$ cat config.mk
export PLATFORM = sky130hd
export DESIGN_NAME = mean_square_acc_flat
export DESIGN_NICKNAME = d
export VERILOG_FILES = /design/src/rtl/mean_square_acc_if.sv /design/src/rtl/mean_square_acc.sv /design/src/flat_wrapper.sv
export SDC_FILE = /design/constraint.sdc
export NUM_CORES = 2
export LEC_CHECK = 0
export CAP_MARGIN = 20
export CORE_MARGIN = 2
export CORE_UTILIZATION = 55
export CTS_BUF_LIST = sky130_fd_sc_hd__clkbuf_16
export CTS_CLUSTER_DIAMETER = 30
export DETAILED_ROUTE_END_ITERATION = 16
export HOLD_SLACK_MARGIN = 0.06
export MAX_ROUTING_LAYER = met4
export PLACE_DENSITY_LB_ADDON = 0.05
export SLEW_MARGIN = 20
export SYNTH_ARGS = -nofsm -noshare
export SYNTH_HDL_FRONTEND = slang
export SYNTH_SLANG_ARGS = --single-unit
$ cat constraint.sdc
create_clock -name clk -period 7 [get_ports clk]
set_input_delay 1.4 -clock clk [delete_from_list [all_inputs] [get_ports clk]]
set_output_delay 1.4 -clock clk [all_outputs]
set_load 0.02 [all_outputs]
$ cat src/rtl/mean_square_acc_if.sv
// Sample-in / radicand-out bundle between the RMS front end and its neighbours.
interface mean_square_acc_if #(
  parameter int unsigned SAMPLE_BITS = 32,
  parameter int unsigned OUTPUT_BITS = 64
);
  logic                   sample_valid;
  logic [SAMPLE_BITS-1:0] sample;
  logic                   clear;
  logic [OUTPUT_BITS-1:0] radicand;
  logic                   start;
  logic                   overflow;

  modport master (
    output sample_valid, sample, clear,
    input  radicand, start, overflow
  );

  modport slave (
    input  sample_valid, sample, clear,
    output radicand, start, overflow
  );
endinterface

$ cat src/rtl/mean_square_acc.sv
// Squares signed samples and averages windows of 2^LOG2_WINDOW squares for the sqrt stage.
// Define MS_SLIDING_WINDOW_EN for a sliding window that emits a mean on every sample.
module mean_square_acc #(
  parameter int unsigned SAMPLE_BITS = 32,
  parameter int unsigned LOG2_WINDOW = 4,
  parameter int unsigned OUTPUT_BITS = 64
) (
  input logic             clk,
  input logic             rst,
  mean_square_acc_if.slave bus
);
  localparam int unsigned N    = 2 ** LOG2_WINDOW;
  localparam int unsigned SqW  = 2 * SAMPLE_BITS;
  localparam int unsigned AccW = SqW + LOG2_WINDOW;
  localparam int unsigned ExtW = (OUTPUT_BITS > AccW) ? OUTPUT_BITS : AccW;

  logic [SAMPLE_BITS-1:0] abs_q, abs_d;
  logic                   abs_vld_q, abs_vld_d;
  logic [SqW-1:0]         sq_q, sq_d;
  logic                   sq_vld_q, sq_vld_d;
  logic [LOG2_WINDOW-1:0] count_q, count_d;
  logic [AccW-1:0]        acc_q, acc_d, total;
  logic [ExtW-1:0]        mean;
  logic [OUTPUT_BITS-1:0] radicand_q, radicand_d;
  logic                   start_q, start_d;
  logic                   overflow_q, overflow_d;
  logic                   last, emit, take;

  assign last = (count_q == LOG2_WINDOW'(N - 1));
  // A square arriving alongside clear belongs to the flushed window.
  assign take = sq_vld_q & ~bus.clear;

`ifdef MS_SLIDING_WINDOW_EN
  logic [SqW-1:0] sq_buf_q [N];
  logic           fill_q, fill_d;
  logic [SqW-1:0] oldest;

  assign oldest = fill_q ? sq_buf_q[count_q] : '0;
  assign total  = acc_q + AccW'(sq_q) - AccW'(oldest);
  assign emit   = fill_q | last;
`else
  assign total  = acc_q + AccW'(sq_q);
  assign emit   = last;
`endif

  assign mean = ExtW'(total >> LOG2_WINDOW);

  always_comb begin
    abs_d      = bus.sample[SAMPLE_BITS-1] ? ('0 - bus.sample) : bus.sample;
    abs_vld_d  = bus.sample_valid & ~bus.clear;
    sq_d       = SqW'(abs_q) * SqW'(abs_q);
    sq_vld_d   = abs_vld_q & ~bus.clear;
    count_d    = count_q;
    acc_d      = acc_q;
    start_d    = 1'b0;
    radicand_d = radicand_q;
    overflow_d = overflow_q;
`ifdef MS_SLIDING_WINDOW_EN
    fill_d     = fill_q;
`endif
    if (take) begin
      count_d = LOG2_WINDOW'(count_q + 1);
`ifdef MS_SLIDING_WINDOW_EN
      acc_d   = total;
      fill_d  = fill_q | last;
`else
      acc_d   = last ? '0 : total;
`endif
      if (emit) begin
        start_d = 1'b1;
        if (mean > ExtW'({OUTPUT_BITS{1'b1}})) begin
          radicand_d = '1;
          overflow_d = 1'b1;
        end else begin
          radicand_d = mean[OUTPUT_BITS-1:0];
          overflow_d = 1'b0;
        end
      end
    end
    if (bus.clear) begin
      count_d = '0;
      acc_d   = '0;
`ifdef MS_SLIDING_WINDOW_EN
      fill_d  = 1'b0;
`endif
    end
  end

  always_ff @(posedge clk) begin
    if (!rst) begin
      abs_q      <= '0;
      abs_vld_q  <= 1'b0;
      sq_q       <= '0;
      sq_vld_q   <= 1'b0;
      count_q    <= '0;
      acc_q      <= '0;
      radicand_q <= '0;
      start_q    <= 1'b0;
      overflow_q <= 1'b0;
    end else begin
      abs_q      <= abs_d;
      abs_vld_q  <= abs_vld_d;
      sq_q       <= sq_d;
      sq_vld_q   <= sq_vld_d;
      count_q    <= count_d;
      acc_q      <= acc_d;
      radicand_q <= radicand_d;
      start_q    <= start_d;
      overflow_q <= overflow_d;
    end
  end

`ifdef MS_SLIDING_WINDOW_EN
  always_ff @(posedge clk) begin
    if (!rst || bus.clear) begin
      fill_q <= 1'b0;
      for (int i = 0; i < int'(N); i++) sq_buf_q[i] <= '0;
    end else begin
      fill_q <= fill_d;
      if (take) sq_buf_q[count_q] <= sq_q;
    end
  end
`endif

  assign bus.radicand = radicand_q;
  assign bus.start    = start_q;
  assign bus.overflow = overflow_q;
endmodule

$ cat src/flat_wrapper.sv
// flat-port wrapper written by rule: the top's interface ports become plain ports
module mean_square_acc_flat 
#(
  parameter int unsigned SAMPLE_BITS = 32,
  parameter int unsigned LOG2_WINDOW = 4,
  parameter int unsigned OUTPUT_BITS = 64
)
  (clk, rst, bus_sample_valid, bus_sample, bus_clear, bus_radicand, bus_start, bus_overflow);
  mean_square_acc_if #(.SAMPLE_BITS(SAMPLE_BITS), .OUTPUT_BITS(OUTPUT_BITS)) bus_i ();
  input logic clk;
  input logic rst;
  input wire logic [$bits(bus_i.sample_valid)-1:0] bus_sample_valid;
  input wire logic [$bits(bus_i.sample)-1:0] bus_sample;
  input wire logic [$bits(bus_i.clear)-1:0] bus_clear;
  output wire logic [$bits(bus_i.radicand)-1:0] bus_radicand;
  output wire logic [$bits(bus_i.start)-1:0] bus_start;
  output wire logic [$bits(bus_i.overflow)-1:0] bus_overflow;
  assign bus_i.sample_valid = bus_sample_valid;
  assign bus_i.sample = bus_sample;
  assign bus_i.clear = bus_clear;
  assign bus_radicand = bus_i.radicand;
  assign bus_start = bus_i.start;
  assign bus_overflow = bus_i.overflow;
  mean_square_acc #(.SAMPLE_BITS(SAMPLE_BITS), .LOG2_WINDOW(LOG2_WINDOW), .OUTPUT_BITS(OUTPUT_BITS)) u_core (.clk(clk), .rst(rst), .bus(bus_i));
endmodule
==> qor.yml <==
status: "finished, violations left"
violations: "negative setup slack"
grt-ovfl-total: 0
yosysSeqAreaShare_pct: 11.5
netlist_area_mm2: 0.0409
stdcell_area_mm2: 0.0515
drv_slew: 0
clock_latency_ns: 0.62
tritoncts: "built"
hold_end: "u_core.bus.radicand[4]"
crit_required_ns: 7.53
dp_hpwl_mm: 98.6
grt_pass1_vias: 34900
power.static_leakage_nw: 26.0
htreeDepth: 2
antenna_found_initial: 0
die_h_um: 277
hold-path-cell-count: 2
holdCritPathClass: "flop to flop"
maxCapViolCount: 0
clk_pin_slew_ns: 0.05
cts_sinks: 234
syn_area_per_cell_um2: 8.94
finalHoldViolCount: 0
period_share_pct: 106
rsz0062_at_grt: "true"
place_area_mm2: 0.0471
grt_first_pass_wirelength_mm: 189
path_class: "flop to flop"
slowest_stage: "fa_2"
routed_wl_mm: 121
syn_inst: 4573
layout-drive-gt1-share_pct: 21.0
grt_max_degree: 74
viasPerCell: 5.36
grt_util_met1_pct: 42.1
synth_nets: 5764
setup_violations: 28
grtUsageMet2_pct: 53.1
grt_busiest_layer: "met2"
root_buffer: "clkbuf_16"
num-nets-final: 6353
grt_use_met3_pct: 4.19
place_congestion: 0.951
routedWlPerCell_um: 19.6
critPathCaptureType: "flop"
ys_seq_elements: 234
combinationalPowerShare_pct: 82.5
p_total_mw: 23.6
core_area_mm2: 0.0733
finClkSkew_ns: 0.0589
drt_iter0_drc: 2013
worstMarginPinSlew_ns: 0.997
port_buffers: 100
start_kind: "flop"
maxSlewHeadroom_pct: 33.4
start_util_pct: 55.8
ir_worst_vdd_mv: 0.935
arrival_ns: 7.97
power.internal_mw: 12.3
reg2reg_to: "u_core.sq_q[60]"
startpoint: "u_core.abs_q[8]"
multi_input_area_mm2: 0.0334
r2r_cells: 25
synth_edf_count: 0
powerDensity_mw_per_mm2: 458
cp_num_cells: 25
track_usage_pct: 32.4
r2r_setup_slack_ns: -0.44
p_sw_mw: 11.3
max_freq_ghz: 0.134
ys_async_sr_fraction_pct: 0
crit_top_cell: "fa_1"
syn2layout_area_growth_pct: 25.9
clockBufferDepth: 3
firstDrtPassIters: 6
holdBufCountCts: 0
dieArea_mm2: 0.0765
critPathBufInv: 7
seqCellArea_mm2: 0.00474
nFillCells: 5825
path_delay_family: "adder cells"
slowest_delay_ns: 0.58
fin_ws_ns: -0.435
ant_nets: 0
switching_share_pct: 47.8
vias: 33000
numCtsBuffers: 55
power_frac_seq_pct: 7.0
pwr-share-clk_pct: 10.5
fin_crit_ns: 7.44
r2r-start: "u_core.abs_q[8]"
fp.dieW_um: 277
yosys.cell_types.count: 69
ys.flop_type: "dfxtp_1"
utilization_pct: 70.2
route.detailed.drc: 0
fin_hold_ws_ns: 0.451
ios: 102
std_cell_rows: 99
worst-path-max-fanout: 8
yosysWarnings: 0
min_from: "u_core.bus.radicand[4]"
==> what timing repair did <==
| action | 4_1_cts | 5_1_grt |
|---|---|---|
| resized for setup | 221 | 242 |
| gates cloned | 2 | 3 |
| endpoints found under the setup margin | 36 | 36 |
| pin swaps | 101 | 162 |
| setup buffers | 26 | 47 |
==> placed cells by master, fill, tap and decap left out, types with 13 or more instances in the layout <==
| cell type | netlist | routed |
|---|---|---|
| nand2b_1 | 13 | 13 |
| a22oi_1 | 27 | 27 |
| nor3_1 | 21 | 18 |
| clkdlybuf4s50_1 | 0 | 99 |
| fa_1 | 792 | 741 |
| buf_4 | 1 | 537 |
| o31ai_1 | 19 | 16 |
| o21a_1 | 15 | 14 |
| o21ai_0 | 124 | 109 |
| and2_4 | 0 | 44 |
| a21oi_2 | 0 | 20 |
| clkbuf_16 | 0 | 58 |
| xnor2_1 | 93 | 85 |
| o21bai_1 | 37 | 34 |
| nand2_2 | 0 | 18 |
| nand3_1 | 47 | 47 |
| a21oi_1 | 204 | 176 |
| and2_1 | 260 | 215 |
| dfxtp_1 | 234 | 210 |
| inv_2 | 1 | 36 |
| a22o_1 | 17 | 17 |
| nor2_1 | 218 | 201 |
| dfxtp_2 | 0 | 13 |
| xor2_1 | 97 | 91 |
| inv_1 | 982 | 948 |
| ha_1 | 363 | 323 |
| nand4_1 | 55 | 55 |
| nand2_1 | 473 | 450 |
| a21o_1 | 79 | 78 |
| fa_2 | 0 | 51 |
| buf_6 | 0 | 35 |
| a31oi_1 | 23 | 13 |
| ha_4 | 0 | 40 |
| buf_12 | 0 | 46 |
==> stage by stage <==
step | setup WS [ns] | setup TNS [ns] | std cells
finish | -0.435 | -4.79 | 6162
global route | -0.601 | -9.99 | 6161
CTS | -0.433 | -4.10 | 6114
detailed placement | -0.814 | -15.54 | 5993
global placement | -0.811 | -16.13 | 5993
floorplan | -0.0492 | -0.0969 | 4573
==> cell families after synthesis <==
| group | Yosys count | synth area share, % |
|---|---|---|
| simple gates | 1160 | 13.5 |
| fa+ha+maj | 1155 | 49.9 |
| mux | 13 | 0.321 |
| xor+xnor | 190 | 4.07 |
| compound gates | 636 | 9.90 |
| other cells | 1 | 0.00917 |
| flops | 234 | 11.5 |
| buf+inv | 1184 | 10.9 |
==> area by class of cell <==
class                      count  area share, %
clock buffer                  55           2.67
multi-input combinational   3155           64.9
sequential                   234           9.21
antenna                        1        0.00486
tap                          959           2.33
inverter                     983           7.19
timing repair buffer         733           12.9
clock inverter                42          0.812
==> synthesized netlist by cell type (4+ instances only) <==
cell type | instances | area (um2)
o221a_2 | 4 | 45.0
ha_1 | 363 | 4540
or3_1 | 11 | 68.8
or4_4 | 4 | 45.0
a31oi_1 | 23 | 144
o221ai_1 | 4 | 35.0
nand4_1 | 55 | 344
a22o_1 | 17 | 149
fa_1 | 792 | 15900
o21bai_1 | 37 | 278
a2111oi_0 | 5 | 43.8
nand2_1 | 473 | 1780
nor4_1 | 7 | 43.8
nor2_1 | 218 | 818
o211ai_1 | 11 | 82.6
and2_1 | 260 | 1630
nor3_1 | 21 | 105
mux2i_1 | 12 | 120
or4_1 | 9 | 67.6
nand2b_1 | 13 | 81.3
a31o_2 | 10 | 87.6
buf_1 | 12 | 45.0
and3_1 | 6 | 37.5
o31ai_1 | 19 | 143
nor2b_1 | 11 | 68.8
o21a_1 | 15 | 113
a22oi_1 | 27 | 203
o2111ai_1 | 5 | 43.8
a211oi_1 | 16 | 120
o21ai_0 | 124 | 621
inv_1 | 982 | 3690
a21o_1 | 79 | 593
a221oi_1 | 7 | 61.3
nor3b_1 | 6 | 45.0
xnor2_1 | 93 | 815
clkbuf_1 | 188 | 706
or2_2 | 9 | 56.3
xor2_1 | 97 | 850
dfxtp_1 | 234 | 4680
nand3_1 | 47 | 235
a21oi_1 | 204 | 1020
==> worst max-delay path by stage <==
stage / to / slack [ns]
after global routing: u_core.sq_q[60] / -0.60
final: u_core.sq_q[60] / -0.44
after global placement: u_core.sq_q[60] / -0.81
after detailed placement: u_core.sq_q[62] / -0.81
after floorplan: u_core.sq_q[62] / -0.05
after CTS: u_core.sq_q[60] / -0.43
==> metal layers <==
layer  vias up  routed length [um]  part of all wire [%]
met2       868               58900                    49
met4         0                3700                   3.1
met3       189                6210                   5.1
met5         -                   0                     0
li1      15400                   -                     -
met1     16600               51800                    43
==> worst reg2reg max path, stage by stage (launching register included) <==
cell and delay [ns]:
dfxtp_2 0.32, buf_12 0.15, clkbuf_16 0.19, buf_4 0.14, nand2_1 0.11, inv_1 0.08
fa_1 0.52, inv_1 0.05, fa_1 0.48, inv_1 0.05, fa_1 0.48, fa_2 0.59
fa_1 0.42, fa_1 0.46, fa_1 0.52, fa_2 0.47, ha_4 0.30, buf_4 0.15
nand4_1 0.27, a2111oi_4 0.48, o21a_1 0.22, a21oi_4 0.07, o21ai_2 0.16, nand2_1 0.10
or4b_4 0.49, a21oi_2 0.11
==> state kept, by name, summed over array words and instances, names as in the netlist <==
signal               flops
u_core.acc_q            68
u_core.bus.radicand     64
u_core.sq_q             63
u_core.abs_q            32
u_core.count_q           4
u_core.abs_vld_q         1
u_core.bus.start         1
u_core.sq_vld_q          1
==> power groups by stage <==
stage,combinational [mW],sequential (mW),clock (mW)
after floorplan,8.91,1.59,0
after global placement,15.0,1.66,0
after detailed placement,15.1,1.66,0
after CTS,17.0,1.64,2.49
after global routing,21.0,1.65,2.56
final,19.4,1.64,2.47
(Power assumes the default switching activity.)
